`config.mk`:
```
export PLATFORM = sky130hd
export DESIGN_NAME = fft_mag_sq
export DESIGN_NICKNAME = d
export VERILOG_FILES = /design/src/rtl/fft_mag_sq.sv
export SDC_FILE = /design/constraint.sdc
export NUM_CORES = 1
export LEC_CHECK = 0
export ABC_AREA = 1
export BUFFER_PORTS_ARGS = -buffer_cell sky130_fd_sc_hd__buf_2
export CAP_MARGIN = 40
export CORE_ASPECT_RATIO = 2
export CORE_MARGIN = 2
export CORE_UTILIZATION = 60
export DETAILED_ROUTE_END_ITERATION = 8
export GPL_ROUTABILITY_DRIVEN = 0
export PLACE_DENSITY = 0.77
export RECOVER_POWER = 50
export SYNTH_ARGS = -nofsm -noshare
export SYNTH_HDL_FRONTEND = slang
export SYNTH_SLANG_ARGS = --single-unit
```
`constraint.sdc`:
```
create_clock -name clk -period 6.75 [get_ports clk]
set_input_delay 0.675 -clock clk [delete_from_list [all_inputs] [get_ports clk]]
set_output_delay 0.675 -clock clk [all_outputs]
set_load 0.005 [all_outputs]
```
`src/rtl/fft_mag_sq.sv`:
```
// fft_mag_sq: squared magnitude (re*re + im*im) of streaming FFT output
// samples, with window framing (mag_last) and a framing-mismatch flag
// (frame_err). The datapath is a fixed 3-stage pipeline with no backpressure.
// Optional feature: define FFT_MAG_DC_BLOCK_EN to force the DC bin (window
// index 0) to mag=0 without changing latency or framing.
module fft_mag_sq #(
    parameter int NSamples = 1024,
    parameter int WIn      = 16,
    parameter int W        = 33,
    parameter int NBits    = $clog2(NSamples)
) (
    input  logic                  clk,
    input  logic                  reset,
    input  logic signed [WIn-1:0] re,
    input  logic signed [WIn-1:0] im,
    input  logic                  in_valid,
    input  logic                  in_last,
    output logic [W-1:0]          mag,
    output logic                  mag_valid,
    output logic                  mag_last,
    output logic                  frame_err
);

    localparam logic [NBits-1:0] LastIdx = NBits'(NSamples - 1);

    // Square of a signed sample. The largest result, (-2^(WIn-1))^2 =
    // 2^(2*WIn-2), fits in 2*WIn bits, so the product is reinterpreted
    // as unsigned without loss.
    function automatic logic [2*WIn-1:0] square_u(input logic signed [WIn-1:0] x);
        logic signed [2*WIn-1:0] xe;
        logic signed [2*WIn-1:0] p;
        xe = {{WIn{x[WIn-1]}}, x};
        p  = xe * xe;
        return unsigned'(p);
    endfunction

    // Sum of two squares, zero-extended to the output width. Each square is
    // at most 2^(2*WIn-2), so the sum (at most 2^(2*WIn-1)) fits in 2*WIn bits.
    function automatic logic [W-1:0] sum_zext(input logic [2*WIn-1:0] a,
                                              input logic [2*WIn-1:0] b);
        logic [2*WIn-1:0] s;
        s = a + b;
        return W'(s);
    endfunction

    logic [NBits-1:0] cnt;
    logic             cnt_at_end;

    logic signed [WIn-1:0] re_p0, im_p0;
    logic                  vld_p0, last_p0, err_p0;

    logic [2*WIn-1:0] sq_re_p1, sq_im_p1;
    logic             vld_p1, last_p1, err_p1;

    logic [W-1:0] mag_p2;
    logic         vld_p2, last_p2, err_p2;

    assign cnt_at_end = (cnt == LastIdx);

    // Window sample counter; wraps at the window end and resynchronises to 0
    // on any accepted in_last, whether or not it arrived at the expected index.
    always_ff @(posedge clk) begin
        if (!reset) begin
            cnt <= '0;
        end else if (in_valid) begin
            if (in_last || cnt_at_end)
                cnt <= '0;
            else
                cnt <= cnt + NBits'(1);
        end
    end

    // ---- Stage 1: capture sample and its framing flags ----

    // Stage 1 control: valid, window-end and framing-error flags.
    always_ff @(posedge clk) begin
        if (!reset) begin
            vld_p0  <= 1'b0;
            last_p0 <= 1'b0;
            err_p0  <= 1'b0;
        end else begin
            vld_p0  <= in_valid;
            last_p0 <= in_last | cnt_at_end;
            err_p0  <= in_last & ~cnt_at_end;
        end
    end

    // Stage 1 data: input sample registers (qualified by vld_p0 downstream).
    always_ff @(posedge clk) begin
        if (in_valid) begin
            re_p0 <= re;
            im_p0 <= im;
        end
    end

`ifdef FFT_MAG_DC_BLOCK_EN
    logic dc_p0;

    // Marks the DC bin (window index 0) so its squares can be zeroed.
    always_ff @(posedge clk) begin
        if (in_valid)
            dc_p0 <= (cnt == '0);
    end
`endif

    // ---- Stage 2: squares ----

    // Stage 2 control: forward valid and framing flags.
    always_ff @(posedge clk) begin
        if (!reset) begin
            vld_p1  <= 1'b0;
            last_p1 <= 1'b0;
            err_p1  <= 1'b0;
        end else begin
            vld_p1  <= vld_p0;
            last_p1 <= last_p0;
            err_p1  <= err_p0;
        end
    end

    // Stage 2 data: square both components (DC bin forced to zero if enabled).
    always_ff @(posedge clk) begin
        if (vld_p0) begin
`ifdef FFT_MAG_DC_BLOCK_EN
            sq_re_p1 <= dc_p0 ? '0 : square_u(re_p0);
            sq_im_p1 <= dc_p0 ? '0 : square_u(im_p0);
`else
            sq_re_p1 <= square_u(re_p0);
            sq_im_p1 <= square_u(im_p0);
`endif
        end
    end

    // ---- Stage 3: sum and output registers ----

    // Stage 3: outputs update only on a valid sample and hold otherwise.
    always_ff @(posedge clk) begin
        if (!reset) begin
            vld_p2  <= 1'b0;
            mag_p2  <= '0;
            last_p2 <= 1'b0;
            err_p2  <= 1'b0;
        end else begin
            vld_p2 <= vld_p1;
            if (vld_p1) begin
                mag_p2  <= sum_zext(sq_re_p1, sq_im_p1);
                last_p2 <= last_p1;
                err_p2  <= err_p1;
            end
        end
    end

    assign mag       = mag_p2;
    assign mag_valid = vld_p2;
    assign mag_last  = last_p2;
    assign frame_err = err_p2;

endmodule

```
==> qor.yml <==
outcome: "complete, but fails checks"
failed_checks: "max-capacitance violations, max-slew violations"
hold_path_end: "re_p0[9]"
fin_setup_tns_ps: 0
vias: 20300
clk_pin_slew_ps: 90
final_net_count: 3907
grt_pass1_vias: 22700
fillers: 3511
drc: 0
synthFlopType: "edfxtp_1"
yosys.area.top_type: "fa_1"
syn_avg_cell_area_um2: 8.20
ant_nets: 0
hold_path.class: "in -> reg"
rr_endpoint: "sq_re_p1[20]"
ff2ff_path_depth: 23
syn_nets: 3868
max-clock-path-buffers: 2
cp.arrival_ps: 6790
wl_per_cell_um: 17.5
cts_inserted_buffers: 17
globalRouteTotalUtil: 0.311
htreeDepth: 4
clock-root-buffer: "clkbuf_16"
numPortBuffers: 70
yosysSeqAreaShare: 0.149
cts_sinks: 145
drtIter0Drc: 1125
synth.distinct_cells: 46
finalHoldViolCount: 0
num_antenna_cells: 0
layout.cells.non_filler: 3752
postCtsHoldBufs: 0
dp_slack_ps: 618
postLayoutCellArea_um2: 27400
synth.most_common_cell: "inv_1"
wirelength_mm: 65.6
fp.coreArea_um2: 42600
path_buf_inv: 7
cp_max_fo: 11
clock_skew_ps: 16.4
place_inst: 3720
fin_ws_ps: 174
worstHoldPathCells: 1
worst_path_max_delay_cell: "edfxtp_1"
grt_overflow: 0
worst_pin_slew_ps: 3170
final_max_slew_viol_count: 100
required_ps: 6960
synth_top_area_frac: 0.362
die_x_um: 151
worstSetupPathType: "reg -> reg"
start_util: 0.607
syn-cell-area_um2: 25900
row_count: 107
syn2layout_area_growth_pct: 6.01
grt_start_max_net_pins: 64
ys_ff_latch: 145
cpPeakStageDelay_ps: 770
yosysWarningCount: 0
synthTopCellsByCount: "inv_1 (921), nand2_1 (643), fa_1 (468), ha_1 (209), nor2_1 (190)"
min-delay-start: "re[9]"
period_share: 0.974
fmax_ghz: 0.152
synth_cells: 3155
dr.pass1.iters: 9
reg2reg_from: "re_p0[4]"
grt_pass1_wl_mm: 107
r2r_setup_slack_ps: 170
clock_latency_ps: 470
finalSetupViolCount: 0
antenna_found_initial: 3
worstPathCellList: "buf_4 -> nand2_1 -> inv_1 -> fa_1 -> inv_1 -> fa_1 -> fa_1 -> inv_1 -> fa_1 -> fa_1 -> inv_1 -> fa_1 -> inv_1 -> ha_1 -> nand2_1 -> nor2_1 -> inv_1 -> nor3_2 -> nand2_1 -> o211ai_1 -> nand2_1 -> nand3_1 -> nand2_1"
maxCapViolCount: 2
drive_gt1_frac: 0.0568
die_y_um: 298
dp_hpwl_mm: 54.5
die-area_um2: 44900
cp_top_family: "adder cells"
cp-end-kind: "register"
cts_tree: "done"
synthArstFlopShare: 0
synth_area_leaders: "fa_1 (36%), inv_1 (13%), edfxtp_1 (11%), ha_1 (10%), nand2_1 (9.3%)"
vias_per_cell: 5.41
cp-start-kind: "register"
max_slew_margin: -1.12
postPlaceCellArea_um2: 26800
io_pins: 72
multi_input_comb_area_um2: 18200
period_minus_slack_ps: 6580
synth_edf_count: 94
register_area_um2: 3840
rsz0062_at_grt: "no"
==> per-layer routing <==
layer	vias to the layer above	GRT usage	wire length, um
li1	9305	-	-
met3	383	0.0449	3190
met2	844	0.572	35500
met4	4	0.249	5980
met1	9779	0.297	20800
met5	-	0	18
==> logic make-up (layout without fill, tap and decap cells) <==
group                    after synthesis  in the layout  synth area share
flip-flops                           145            145             0.149
AO/OA/AOI/OAI                        207            207            0.0452
buffers and inverters               1008           1060             0.147
adder cells (fa/ha/maj)              677            677             0.463
AND/OR/NAND/NOR                     1023           1023             0.164
XOR/XNOR                              94             94            0.0318
other                                  1              1          0.000145
==> layout by cell type, fill, tap and decap left out, types with 6 or more instances in the layout <==
cell,instances
nand2_2,18
a21o_1,9
buf_4,23
nand2_1,643
buf_2,66
inv_1,921
dfxtp_1,50
clkbuf_1,8
nand4_1,25
o21ai_0,57
nor2_1,190
o21bai_1,18
inv_8,6
nand3_2,7
clkbuf_16,17
nor3_1,18
xor2_1,73
nand3_1,89
ha_1,209
a21oi_1,94
nor2_2,8
xnor2_1,20
fa_1,468
inv_2,7
edfxtp_1,94
==> registers in the layout (all words and copies together) (netlist names) <==
name	count
cnt	10
re_p0	16
err_p1	1
vld_p0	1
vld_p1	1
frame_err	1
last_p1	1
last_p0	1
mag_last	1
mag_valid	1
err_p0	1
sq_im_p1	31
sq_re_p1	31
im_p0	16
mag	32
==> through the flow <==
step	hold slack [ps]	utilization
floorplan	390	-
global placement	404	0.629
detailed placement	409	0.630
CTS	361	0.644
global route	367	0.644
finish	370	0.644
==> final cells by class <==
class	count	area share
Clock buffer	17	0.0155
Tap cell	545	0.0249
Sequential cell	145	0.140
Multi-Input combinational cell	2002	0.665
Timing Repair Buffer	98	0.0202
Clock inverter	15	0.00666
Inverter	930	0.127
==> timing repair <==
action,4_1_cts,5_1_grt
hold endpoints to repair,0,0
setup buffers,0,0
resized for setup,0,1
endpoints found under the setup margin,0,1
==> worst max-delay path by stage <==
stage | start | end | slack (ps) | cells past startpoint
floorplan | re_p0[1] | sq_re_p1[30] | 940 | 22
global placement | re_p0[9] | sq_re_p1[16] | 680 | 21
detailed placement | re_p0[3] | sq_re_p1[24] | 620 | 18
CTS | re_p0[3] | sq_re_p1[24] | 510 | 18
global route | re_p0[4] | sq_re_p1[20] | 20 | 23
finish | re_p0[4] | sq_re_p1[20] | 170 | 23
Power is not shown: default switching activity piles up to over one toggle a cycle in this logic, so the estimate is an artifact.
